==> src/rtl/vec_ctrl_pkg.sv <==
// vec_ctrl_pkg
//   Shared widths, types and helpers for the vector-engine residual-add
//   controller and its operand-pairing sub-block.
//   No ports; imported with `import vec_ctrl_pkg::*;`.
package vec_ctrl_pkg;

  localparam int DATA_W     = 8;                    // per-lane int8
  localparam int LANES      = 16;                   // lanes per SRAM word
  localparam int SRAM_DEPTH = 256;                  // global SRAM words
  localparam int ADDR_W     = $clog2(SRAM_DEPTH);   // SRAM word address width
  localparam int LEN_W      = ADDR_W + 1;           // len may equal full depth
  localparam int SCALE_W    = 8;                    // unsigned dequant scale
  localparam int SHIFT_W    = 4;                    // requant shift
  localparam int VEC_W      = LANES * DATA_W;       // one SRAM word

  typedef enum logic [2:0] {
    RA_IDLE  = 3'd0,
    RA_CFG   = 3'd1,
    RA_RUN   = 3'd2,
    RA_DRAIN = 3'd3,
    RA_DONE  = 3'd4
  } ra_state_e;

  typedef logic [VEC_W-1:0]  lane_vec_t;
  typedef logic [ADDR_W-1:0] sram_addr_t;

  // Word-address add; the carry out is dropped so addresses wrap modulo the depth.
  function automatic sram_addr_t addr_wrap_add(input sram_addr_t base, input sram_addr_t offset);
    return base + offset;
  endfunction

endpackage

==> src/rtl/ra_operand_pair.sv <==
// ra_operand_pair
//   Pairs read returns into adder operands. Returns arrive A, B, A, B...;
//   the A word is held, and on the B return the pair is presented to the
//   adder in the same cycle together with its word index and finish flag.
// Ports:
//   clk, rst        clock, async active-high reset
//   clr             restart pairing at the beginning of a pass
//   en              accept returns (controller is in RUN or DRAIN)
//   rd_rvld/rd_rdata read return strobe and data
//   len             number of words in this pass
//   in_vld/in_a/in_b/in_idx/in_finish   operand pair towards the adder
module ra_operand_pair
  import vec_ctrl_pkg::*;
(
  input  logic              clk,
  input  logic              rst,
  input  logic              clr,
  input  logic              en,
  input  logic              rd_rvld,
  input  logic [VEC_W-1:0]  rd_rdata,
  input  logic [LEN_W-1:0]  len,
  output logic              in_vld,
  output logic [VEC_W-1:0]  in_a,
  output logic [VEC_W-1:0]  in_b,
  output logic [ADDR_W-1:0] in_idx,
  output logic              in_finish
);

  localparam logic [LEN_W-1:0] IDX_ONE = {{(LEN_W-1){1'b0}}, 1'b1};

  logic             phase_b_r;   // next return is a B word
  lane_vec_t        a_hold_r;
  logic [LEN_W-1:0] ret_idx_r;

  logic             ret_vld_s;
  logic             pair_vld_s;
  logic [LEN_W-1:0] last_idx_s;

  assign ret_vld_s  = en & rd_rvld;
  assign pair_vld_s = ret_vld_s & phase_b_r;
  assign last_idx_s = len - IDX_ONE;

  // Return toggle, A holding register and return index counter.
  always_ff @(posedge clk or posedge rst) begin
    if (rst) begin
      phase_b_r <= 1'b0;
      a_hold_r  <= {VEC_W{1'b0}};
      ret_idx_r <= {LEN_W{1'b0}};
    end else if (clr) begin
      phase_b_r <= 1'b0;
      a_hold_r  <= {VEC_W{1'b0}};
      ret_idx_r <= {LEN_W{1'b0}};
    end else if (ret_vld_s) begin
      phase_b_r <= ~phase_b_r;
      if (phase_b_r) begin
        ret_idx_r <= ret_idx_r + IDX_ONE;
      end else begin
        a_hold_r <= rd_rdata;
      end
    end
  end

  // Operand pair goes out combinationally with the B return; zero otherwise.
  always_comb begin
    in_vld    = pair_vld_s;
    in_a      = {VEC_W{1'b0}};
    in_b      = {VEC_W{1'b0}};
    in_idx    = {ADDR_W{1'b0}};
    in_finish = 1'b0;
    if (pair_vld_s) begin
      in_a      = a_hold_r;
      in_b      = rd_rdata;
      in_idx    = ret_idx_r[ADDR_W-1:0];
      in_finish = (ret_idx_r == last_idx_s);
    end else begin
      in_finish = 1'b0;
    end
  end

endmodule

==> src/rtl/residual_add_ctrl.sv <==
// residual_add_ctrl
//   Sequences one residual-add pass X[i] = sat8(round((A[i]*sa + B[i]*sb) >>> sh)).
//   Reads A and B words from the global SRAM through a req/gnt port, feeds the
//   residual_adder lane array and passes its results straight to the SRAM
//   write port.
// Ports:
//   clk, rst                      clock, async active-high reset
//   start, cfg_*                  pass launch and its configuration (latched on start)
//   busy, done                    pass status
//   rd_req/rd_addr/rd_gnt         SRAM read request port (addr held until gnt)
//   rd_rvld/rd_rdata              SRAM read return, in grant order
//   ra_scale_*/ra_shift_*         adder configuration, pulsed once per pass
//   ra_in_*                       operand pair to the adder
//   ra_out_*                      adder result
//   wr_en/wr_addr/wr_data         SRAM write port
module residual_add_ctrl
  import vec_ctrl_pkg::*;
(
  input  logic               clk,
  input  logic               rst,
  input  logic               start,
  input  logic [ADDR_W-1:0]  cfg_src_a,
  input  logic [ADDR_W-1:0]  cfg_src_b,
  input  logic [ADDR_W-1:0]  cfg_dst,
  input  logic [LEN_W-1:0]   cfg_len,
  input  logic [SCALE_W-1:0] cfg_scale_a,
  input  logic [SCALE_W-1:0] cfg_scale_b,
  input  logic [SHIFT_W-1:0] cfg_shift,
  output logic               busy,
  output logic               done,
  output logic               rd_req,
  output logic [ADDR_W-1:0]  rd_addr,
  input  logic               rd_gnt,
  input  logic               rd_rvld,
  input  logic [VEC_W-1:0]   rd_rdata,
  output logic               ra_scale_vld,
  output logic [SCALE_W-1:0] ra_scale_a,
  output logic [SCALE_W-1:0] ra_scale_b,
  output logic               ra_shift_vld,
  output logic [SHIFT_W-1:0] ra_shift,
  output logic               ra_in_vld,
  output logic [VEC_W-1:0]   ra_in_a,
  output logic [VEC_W-1:0]   ra_in_b,
  output logic [ADDR_W-1:0]  ra_in_addr,
  output logic               ra_in_finish,
  input  logic               ra_out_vld,
  input  logic [VEC_W-1:0]   ra_out_data,
  input  logic [ADDR_W-1:0]  ra_out_addr,
  input  logic               ra_out_finish,
  output logic               wr_en,
  output logic [ADDR_W-1:0]  wr_addr,
  output logic [VEC_W-1:0]   wr_data
);

  localparam logic [LEN_W:0] ISSUE_ONE = {{LEN_W{1'b0}}, 1'b1};

  ra_state_e          state_r, state_s;
  sram_addr_t         src_a_r, src_b_r, dst_r;
  logic [LEN_W-1:0]   len_r;
  logic [SCALE_W-1:0] scale_a_r, scale_b_r;
  logic [SHIFT_W-1:0] shift_r;
  logic [LEN_W:0]     issue_cnt_r;   // grants taken; bit 0 selects B, upper bits are the word index

  logic               accept_s;
  logic               gnt_take_s;
  logic               last_issue_s;
  logic [LEN_W:0]     issue_total_s;
  sram_addr_t         word_idx_s;
  logic               pair_en_s;
  logic               pair_clr_s;

  assign accept_s      = (state_r == RA_IDLE) & start;
  assign gnt_take_s    = (state_r == RA_RUN) & rd_gnt;
  assign issue_total_s = {len_r, 1'b0};
  assign last_issue_s  = ((issue_cnt_r + ISSUE_ONE) == issue_total_s);
  assign word_idx_s    = issue_cnt_r[ADDR_W:1];
  assign pair_en_s     = (state_r == RA_RUN) | (state_r == RA_DRAIN);
  assign pair_clr_s    = (state_r == RA_CFG);

  // State register.
  always_ff @(posedge clk or posedge rst) begin
    if (rst) begin
      state_r <= RA_IDLE;
    end else begin
      state_r <= state_s;
    end
  end

  // Configuration latch, loaded only when a start is accepted.
  always_ff @(posedge clk or posedge rst) begin
    if (rst) begin
      src_a_r   <= {ADDR_W{1'b0}};
      src_b_r   <= {ADDR_W{1'b0}};
      dst_r     <= {ADDR_W{1'b0}};
      len_r     <= {LEN_W{1'b0}};
      scale_a_r <= {SCALE_W{1'b0}};
      scale_b_r <= {SCALE_W{1'b0}};
      shift_r   <= {SHIFT_W{1'b0}};
    end else if (accept_s) begin
      src_a_r   <= cfg_src_a;
      src_b_r   <= cfg_src_b;
      dst_r     <= cfg_dst;
      len_r     <= cfg_len;
      scale_a_r <= cfg_scale_a;
      scale_b_r <= cfg_scale_b;
      shift_r   <= cfg_shift;
    end
  end

  // Issue counter: advances only on an accepted grant.
  always_ff @(posedge clk or posedge rst) begin
    if (rst) begin
      issue_cnt_r <= {(LEN_W+1){1'b0}};
    end else if (accept_s) begin
      issue_cnt_r <= {(LEN_W+1){1'b0}};
    end else if (gnt_take_s) begin
      issue_cnt_r <= issue_cnt_r + ISSUE_ONE;
    end
  end

  // Next-state logic.
  always_comb begin
    state_s = state_r;
    case (state_r)
      RA_IDLE:  if (start) state_s = RA_CFG; else state_s = RA_IDLE;
      RA_CFG:   if (len_r == {LEN_W{1'b0}}) state_s = RA_DONE; else state_s = RA_RUN;
      RA_RUN:   if (gnt_take_s && last_issue_s) state_s = RA_DRAIN; else state_s = RA_RUN;
      RA_DRAIN: if (ra_out_finish) state_s = RA_DONE; else state_s = RA_DRAIN;
      RA_DONE:  state_s = RA_IDLE;
      default:  state_s = RA_IDLE;
    endcase
  end

  // State-decoded outputs: status, read request and adder config strobes.
  always_comb begin
    busy         = 1'b0;
    done         = 1'b0;
    rd_req       = 1'b0;
    rd_addr      = {ADDR_W{1'b0}};
    ra_scale_vld = 1'b0;
    ra_shift_vld = 1'b0;
    case (state_r)
      RA_IDLE: begin
        busy = 1'b0;
      end
      RA_CFG: begin
        busy         = 1'b1;
        ra_scale_vld = 1'b1;
        ra_shift_vld = 1'b1;
      end
      RA_RUN: begin
        busy   = 1'b1;
        rd_req = 1'b1;
        if (issue_cnt_r[0]) begin
          rd_addr = addr_wrap_add(src_b_r, word_idx_s);
        end else begin
          rd_addr = addr_wrap_add(src_a_r, word_idx_s);
        end
      end
      RA_DRAIN: begin
        busy = 1'b1;
      end
      RA_DONE: begin
        done = 1'b1;
      end
      default: begin
        busy = 1'b0;
      end
    endcase
  end

  assign ra_scale_a = scale_a_r;
  assign ra_scale_b = scale_b_r;
  assign ra_shift   = shift_r;

  ra_operand_pair u_pair (
    .clk       (clk),
    .rst       (rst),
    .clr       (pair_clr_s),
    .en        (pair_en_s),
    .rd_rvld   (rd_rvld),
    .rd_rdata  (rd_rdata),
    .len       (len_r),
    .in_vld    (ra_in_vld),
    .in_a      (ra_in_a),
    .in_b      (ra_in_b),
    .in_idx    (ra_in_addr),
    .in_finish (ra_in_finish)
  );

  // Writeback passthrough; address and data are zeroed when no write is in flight.
  assign wr_en   = ra_out_vld;
  assign wr_addr = ra_out_vld ? addr_wrap_add(dst_r, ra_out_addr) : {ADDR_W{1'b0}};
  assign wr_data = ra_out_vld ? ra_out_data : {VEC_W{1'b0}};

endmodule

==> config.mk <==
export PLATFORM = sky130hd
export DESIGN_NAME = residual_add_ctrl
export DESIGN_NICKNAME = d
export VERILOG_FILES = /design/src/rtl/vec_ctrl_pkg.sv /design/src/rtl/ra_operand_pair.sv /design/src/rtl/residual_add_ctrl.sv
export SDC_FILE = /design/constraint.sdc
export NUM_CORES = 1
export LEC_CHECK = 0
export ABC_AREA = 1
export CORE_AREA = 2 2 298 300
export CTS_CLUSTER_SIZE = 30
export DETAILED_ROUTE_END_ITERATION = 8
export DIE_AREA = 0 0 300 302
export GPL_TIMING_DRIVEN = 0
export PLACE_DENSITY = 0.39
export SETUP_SLACK_MARGIN = 0.1
export SLEW_MARGIN = 15
export SYNTH_ARGS = -nofsm -noshare
export SYNTH_HDL_FRONTEND = slang
export SYNTH_HIERARCHICAL = 1
export SYNTH_SLANG_ARGS = --single-unit
==> constraint.sdc <==
create_clock -name clk -period 11.35 [get_ports clk]
set_input_delay 1.7025 -clock clk [delete_from_list [all_inputs] [get_ports clk]]
set_output_delay 1.7025 -clock clk [all_outputs]
set_load 0.005 [all_outputs]
-- Word-level counts from Yosys, hierarchy flattened
Cells that the tools add are included.
- multiply operators: 0
- divide/modulo/power cells: 0
- equality and inequality tests: 7
- magnitude comparators: 0
- $add $sub $neg: 6
- reductions and logical operators: 9
- bitwise operators: 6
- shifts and indexed selects: 0
- mux-type cells: 27
- operators with widths (cell ; count):
    $mux 128 ; 6
    $mux 8 ; 4
    $mux 9 ; 3
    $add 8x8->8 ; 3
    $mux 10 ; 2
    $pmux 3 s4 ; 1
    $add 10x1->10 const B ; 1
    $eq 10x10->1 ; 1
    $add 9x1->9 const B ; 1
    $eq 9x9->1 ; 1
    $logic_not 9->1 ; 1
    $mux 1 ; 9
    $sub 9x1->9 const B ; 1
    $eq 3x2->1 const B ; 2
    $mux 3 ; 2
    $reduce_bool 2->1 ; 3
    $and 1x1->1 ; 4
    $reduce_and 2->1 ; 2
    $eq 3x1->1 const B ; 1
    $eq 3x3->1 const B ; 1
    $logic_not 3->1 ; 1
    $reduce_or 3->1 ; 1
    $ne 2x2->1 const B ; 1
    $logic_and 1x1->1 ; 1
    other kinds (2) ; 2
- input port bits: 324
- bits in registers: 204
- latch bits: 0
- bits in writable memories: 0
- bits in read-only memories: 0
- memories: 0
- output and inout bits: 436

-- Longest topological paths before layout
Gate-level depths: netlist of the first run.
- word-level depth: 5
- gate-level depth with buffers: 13
- depth with buffers taken out: 11

-- By module
The synthesis of the first run kept the hierarchy.
- modules (own cells, without submodules) (module ; area each (sq um) ; cells an instance ; times used):
    ra_operand_pair ; 7108.1 ; 981 ; 1
    residual_add_ctrl ; 4642.0 ; 759 ; 1

-- Least setup slack after synthesis of the first run
OpenSTA, ideal clock, no wires.
- kind: input port to output port
- start: in ra_out_addr[0]
- end: out wr_addr[6]
- path slack: 6.759 ns
- stages on the path: 9
- arrival time: 2.888 ns
- buffers on the path: 0
- data required time: 9.648 ns
- path through: ha_1 fa_1 nand3_1 nand3_1 a21oi_1 nor2_1 nor2_1 o21ai_0 nor2_1
- longest elaborated chain between the ends: 2
- ends and longest elaborated chain (element ; line ; RTL):
    start, declared ; residual_add_ctrl.sv:48 ; input logic [ADDR_W-1:0] ra_out_addr,
    $add 8x8->8 ; vec_ctrl_pkg.sv:29 ; return base + offset;
    $mux 8 ; residual_add_ctrl.sv:193 ; assign wr_addr = ra_out_vld ? addr_wrap_add(dst_r, ra_out_addr) : {ADDR_W{1'b0}};
    end, declared ; residual_add_ctrl.sv:51 ; output logic [ADDR_W-1:0] wr_addr,
Every way passes these cells.

-- Worst setup path after layout of the first run
- start: in rd_rvld
- end: out ra_in_b[23]
- longest elaborated chain between the ends: 3
- ends and longest elaborated chain (element ; line ; RTL):
    start, declared ; residual_add_ctrl.sv:34 ; input logic rd_rvld,
    $and 1x1->1 ; ra_operand_pair.sv:39 ; assign ret_vld_s = en & rd_rvld;
    $and 1x1->1 ; ra_operand_pair.sv:40 ; assign pair_vld_s = ret_vld_s & phase_b_r;
    $mux 128 ; ra_operand_pair.sv:70 ; if (pair_vld_s) begin
    end, declared ; residual_add_ctrl.sv:43 ; output logic [VEC_W-1:0] ra_in_b,
Every way passes these cells.

==> results of run 1 <==
[where the power goes]
part	total (mW)	internal (mW)	switching [mW]	leakage (nW)
Combinational	1.85	0.811	1.04	7.31
Sequential	1.18	1.04	0.144	2.66
Clock	0.904	0.537	0.367	0.461
Total	3.94	2.39	1.55	10.4
[how the worst max path moves through the flow]
stage,startpoint,endpoint,slack (ps),cells after the start
global route,rd_rvld,ra_in_addr[7],5340,7
global placement,rst,u_pair/a_hold_r[110]$_DFFE_PP0P_,2930,2
floorplan,rst,u_pair/a_hold_r[0]$_DFFE_PP0P_,5950,1
finish,rd_rvld,ra_in_b[23],5570,8
CTS,rd_rvld,ra_in_addr[7],5410,7
detailed placement,rd_rvld,ra_in_addr[7],5410,7
[kinds of logic after synthesis]
| kind of cell | share of synthesized area |
|---|---|
| simple gates | 0.255 |
| buf+inv | 0.181 |
| fa+ha+maj | 0.0215 |
| compound gates | 0.103 |
| xor+xnor | 0.00522 |
| flops | 0.434 |
[cell usage after synthesis (all sizes together) (2+ instances only)]
master    n
clkbuf   21
a21oi    21
xnor2     3
dfrtp   204
buf      67
o21ai    43
nand2   378
fa        2
nor3     14
inv     453
nor2    321
ha       17
or2       2
o22ai   135
o31a      2
nand3    47
xor2      4
[per-layer routing]
metal | global-route usage | vias up | wire length [µm]
met4 | 0.0364 | 10 | 1180
met2 | 0.245 | 357 | 33500
met1 | 0.187 | 6236 | 30600
met5 | 0.00828 | - | 160
met3 | 0.0339 | 64 | 3980
li1 | - | 6772 | -
[area by class of cell]
class / count / area (µm²) / share of cell area
diodes: 9 / 22.5 / 0.00103
plain buffers: 88 / 422 / 0.0193
clock buffers: 45 / 855 / 0.0391
clock inverters: 6 / 83.8 / 0.00384
inverters: 453 / 1710 / 0.0783
multi-input cells: 995 / 4530 / 0.207
flip-flops and latches: 204 / 5100 / 0.234
well taps: 1165 / 1460 / 0.0668
repair buffers: 761 / 7650 / 0.350
[critical path, stage by stage]
cell and delay, ps:
clkdlybuf4s50_1 500, nand2_2 130, inv_2 90, nand2_2 120, buf_2 290, buf_2 270
nor2_1 360, clkdlybuf4s50_1 590
[state kept, by name, summed over array words and instances, names as in the netlist]
register,flops
src_a_r,8
u_pair/ret_idx_r,9
u_pair/a_hold_r,128
ra_shift,4
dst_r,8
len_r,9
ra_scale_b,8
state_r,3
issue_cnt_r,10
ra_scale_a,8
u_pair/phase_b_r,1
src_b_r,8
==> results.json, run 1 <==
{
  "reg2reg_slack_ps": 9050,
  "synth-async-reset-ratio": 1.00,
  "die_y_um": 302,
  "cp.arrival_ps": 4080,
  "yosys.area.top_type_share": 0.434,
  "max_cap_viol_count": 0,
  "pre_cts_slack_ps": 5410,
  "ios": 760,
  "portBuffers": 758,
  "hold_viol_final": 0,
  "die_x_um": 300,
  "reg2regPathDepth": 7,
  "min_path_cells": 2,
  "slew_headroom": 0.413,
  "utilization": 0.249,
  "postSynthAreaPerCell_um2": 6.75,
  "start_util": 0.134,
  "drv_slew": 0,
  "grtUsageTotal": 0.146,
  "drt-vias-per-instance": 3.61,
  "fmax_ghz": 0.173,
  "setup_viol": 0,
  "stdcell_count": 3726,
  "tightest_slew_ps": 881,
  "vias": 13400,
  "holdBufCountCts": 0,
  "layout_commonest_cell": "clkdlybuf4s50_1",
  "finalCritPeriodShare": 0.509,
  "die-area_um2": 90600,
  "n_fill_cell": 9872,
  "yosys_warnings": 6,
  "critPathLaunchType": "input port",
  "layout_common_cells": "758 x clkdlybuf4s50_1, 443 x inv_1, 375 x nand2_1",
  "final_area_um2": 21800,
  "core_um2": 87600,
  "ys_top_cells_by_area": "dfrtp_1 43%, inv_1 14%, nand2_1 12%, nor2_1 10%, o22ai_1 7.2%",
  "ir_worst_vdd_uv": 103,
  "worst-path-max-fanout": 10,
  "syn-cell-area_um2": 11800,
  "seq_area_frac_synth": 0.434,
  "syn_nets": 2083,
  "cts_tree": "yes",
  "cts_max_level": 1,
  "drc_errors": 0,
  "grt_max_degree": 97,
  "antenna_found_initial": 14,
  "clockBufferDepth": 3,
  "worstSetupPathType": "input port to primary output",
  "grt_pass1_vias": 13600,
  "clkSlewWorstSetupHoldPaths_ps": 50,
  "numCtsBuffers": 28,
  "worstSetupEndpointType": "primary output",
  "holdWs_ps": 478,
  "wl_per_cell_um": 18.6,
  "worst_r2r_endpoint": "u_pair/a_hold_r[27]$_DFFE_PP0P_",
  "areaGrowthSynthToFinish_pct": 85.8,
  "rsz0062_at_grt": "no",
  "root_buffer": "clkbuf_16",
  "rr_startpoint": "state_r[2]$_DFF_PP0_",
  "clkLatencyLatePin_ps": 590,
  "dr.first_iter.drc_count": 676,
  "hpwl_um": 58000,
  "leakagePower_nw": 10.4,
  "ys.flop_type": "dfrtp_1",
  "period_needed_ps": 5780,
  "finalWeightedCongestion": 0.913,
  "tns_ps": 0,
  "gr-total-overflow": 0,
  "finalWorstSetupSlack_ps": 5570,
  "clock_skew_ps": 14.6,
  "detail_route.wirelength_um": 69500,
  "post-cts-setup-buffers": 0,
  "drtPass1Iterations": 4,
  "ant_nets": 0,
  "holdCritStartpoint": "ra_shift[2]$_DFFE_PP0P_",
  "placedCellCount": 3666,
  "ys_types": 33,
  "clock-sinks": 204,
  "ys_ff_latch": 204,
  "rows": 109,
  "grt_pass1_wl_um": 96700,
  "dpl-instance-area_um2": 20900,
  "synth_area_leader_cell": "dfrtp_1",
  "hold_end": "ra_shift[2]$_DFFE_PP0P_",
  "critPathRequiredTime_ps": 9650,
  "power.density_nw_per_um2": 180,
  "ctsResizeCount": 0,
  "power.total_mw": 3.94,
  "nets": 2874,
  "final_layout_size_suffix_gt1_frac": 0.0521,
  "synth_edf_count": 0,
  "syn_inst": 1740,
  "min_path_type": "flip-flop to flip-flop",
  "status": "finished, final reports clean"
}
(Power assumes the default switching activity.)
==> run 2: changes to the inputs <==
- PLACE_DENSITY: 0.39 -> 0.4
- clock period: 11.35 -> 5.1 ns (I/O delays scaled with it)
==> results.json, run 2 (same netlist as run 1, synthesis figures left out) <==
{
  "ir_worst_vdd_uv": 248,
  "top_register": "u_pair/a_hold_r",
  "start_util": 0.134,
  "fmax_ghz": 0.223,
  "p_seq_frac": 0.300,
  "areaGrowthSynthToFinish_pct": 85.6,
  "core_um2": 87600,
  "clkSlewWorstSetupHoldPaths_ps": 60,
  "p_int_mw": 5.35,
  "wl_met3_um": 4320,
  "min_path_type": "flip-flop to flip-flop",
  "cts_max_level": 1,
  "layout_common_cells": "758 x clkdlybuf4s50_1, 443 x inv_1, 375 x nand2_1",
  "root_buffer": "clkbuf_16",
  "post-cts-setup-buffers": 0,
  "leakagePower_nw": 10.4,
  "slew_headroom": 0.496,
  "finalCritPeriodShare": 0.878,
  "status": "finished, final reports clean",
  "dr.first_iter.drc_count": 680,
  "combPwrFrac": 0.468,
  "clkLatencyLatePin_ps": 570,
  "antenna_found_initial": 3,
  "dr_wl_met2_um": 34000,
  "drt-vias-per-instance": 3.62,
  "p_clk_frac": 0.232,
  "portBuffers": 758,
  "clockBufferDepth": 3,
  "die_x_um": 300,
  "power.total_mw": 8.77,
  "layout_commonest_cell": "clkdlybuf4s50_1",
  "ctsResizeCount": 0,
  "drv_slew": 0,
  "vias": 13500,
  "gr-total-overflow": 0,
  "wl_per_cell_um": 19.1,
  "max_cap_viol_count": 0,
  "hpwl_um": 59000,
  "tns_ps": 0,
  "switching_share": 0.390,
  "detail_route.wirelength_um": 70900,
  "drtPass1Iterations": 4,
  "switching_power_mw": 3.42,
  "setup_viol": 0,
  "die_y_um": 302,
  "grt_pass1_wl_um": 99200,
  "reg_top3": "u_pair/a_hold_r x128, issue_cnt_r x10",
  "numCtsBuffers": 28,
  "clock_skew_ps": 26.1,
  "worstSetupEndpointType": "primary output",
  "clock-sinks": 204,
  "worstSetupPathType": "flip-flop to primary output",
  "holdWs_ps": 477,
  "top_layer": "met5",
  "hold_viol_final": 0,
  "ios": 760,
  "grt_pass1_vias": 13500,
  "nets": 2874,
  "final_layout_size_suffix_gt1_frac": 0.0514,
  "cts_tree": "yes",
  "critPathLaunchType": "flip-flop",
  "tightest_slew_ps": 757,
  "die-area_um2": 90600,
  "critPathRequiredTime_ps": 4340,
  "ant_nets": 0,
  "largest_reg_flops": 128,
  "rsz0062_at_grt": "no",
  "wl_met1_um": 31400,
  "holdBufCountCts": 0,
  "rows": 109,
  "finalWeightedCongestion": 0.890,
  "power.density_nw_per_um2": 402,
  "period_needed_ps": 4480,
  "grt_max_degree": 96,
  "cp.arrival_ps": 3710,
  "worst-path-max-fanout": 10,
  "grtUsageTotal": 0.150,
  "drc_errors": 0
}
[run 2: cell count changes in the layout (fill, tap and decap cells not counted)]
cell,previous run,this run
clkinv_16,1,0
diode_2,9,3
bufinv_16,1,3
clkbuf_8,9,3
clkinv_2,3,5
clkbuf_16,28,29
inv_6,1,0
clkinvlp_4,0,1
[run 2: power by group through the flow]
stage | sequential, mW | clock, mW | combinational, mW
final | 2.63 | 2.03 | 4.11
after global placement | 2.66 | 0 | 4.16
after CTS | 2.64 | 2.14 | 4.20
after floorplan | 2.58 | 0 | 2.16
after detailed placement | 2.66 | 0 | 4.17
after global routing | 2.72 | 2.19 | 4.61
[run 2: layout make-up]
cell class,count,area [µm²]
multi-input cells,995,4530
flip-flops and latches,204,5100
plain buffers,88,422
well taps,1165,1460
fillers,9883,65800
clock buffers,40,797
diodes,3,7.51
repair buffers,761,7650
inverters,453,1710
clock inverters,9,123
[run 2: path summary, 6_finish.rpt]
check                                           start                               to  slack (ps)  depth (start not counted)
max reg2reg                      state_r[0]$_DFF_PP0_  u_pair/a_hold_r[46]$_DFFE_PP0P_        2690                          8
max                        issue_cnt_r[0]$_DFFE_PP0P_                       rd_addr[6]         620                         14
min reg2reg                   ra_shift[1]$_DFFE_PP0P_          ra_shift[1]$_DFFE_PP0P_         480                          2
min in group asynchronous                         rst             len_r[4]$_DFFE_PP0P_         700                          2
max in group asynchronous                         rst   u_pair/a_hold_r[5]$_DFFE_PP0P_        3440                          3
min                           ra_shift[1]$_DFFE_PP0P_          ra_shift[1]$_DFFE_PP0P_         480                          2
[run 2: worst max-delay path, cell delays in order (launching register included)]
cell and delay (ps):
dfrtp_1 410, clkbuf_1 260, clkbuf_1 320, nand2_1 130, o21ai_0 80, ha_1 240
fa_1 430, nand3_1 80, nand3_1 100, a21oi_1 140, nor2_1 70, nor2_1 90
o21ai_0 70, nor2_1 150, clkdlybuf4s50_1 550
[run 2: per-stage QoR]
step	area, µm²	util	setup WS [ps]	instances
2_1_floorplan	11800	-	639	1740
3_3_place_gp	20800	0.238	-2460	3663
3_5_place_dp	20900	0.238	1190	3666
4_1_cts	21800	0.249	543	3715
5_1_grt	21800	0.249	304	3716
6_report	21800	0.249	623	3718
[run 2: routing by layer]
metal	vias up	track usage
li1	6782	-
met1	6256	0.198
met2	361	0.251
met3	58	0.0328
met4	2	0.0274
met5	-	0
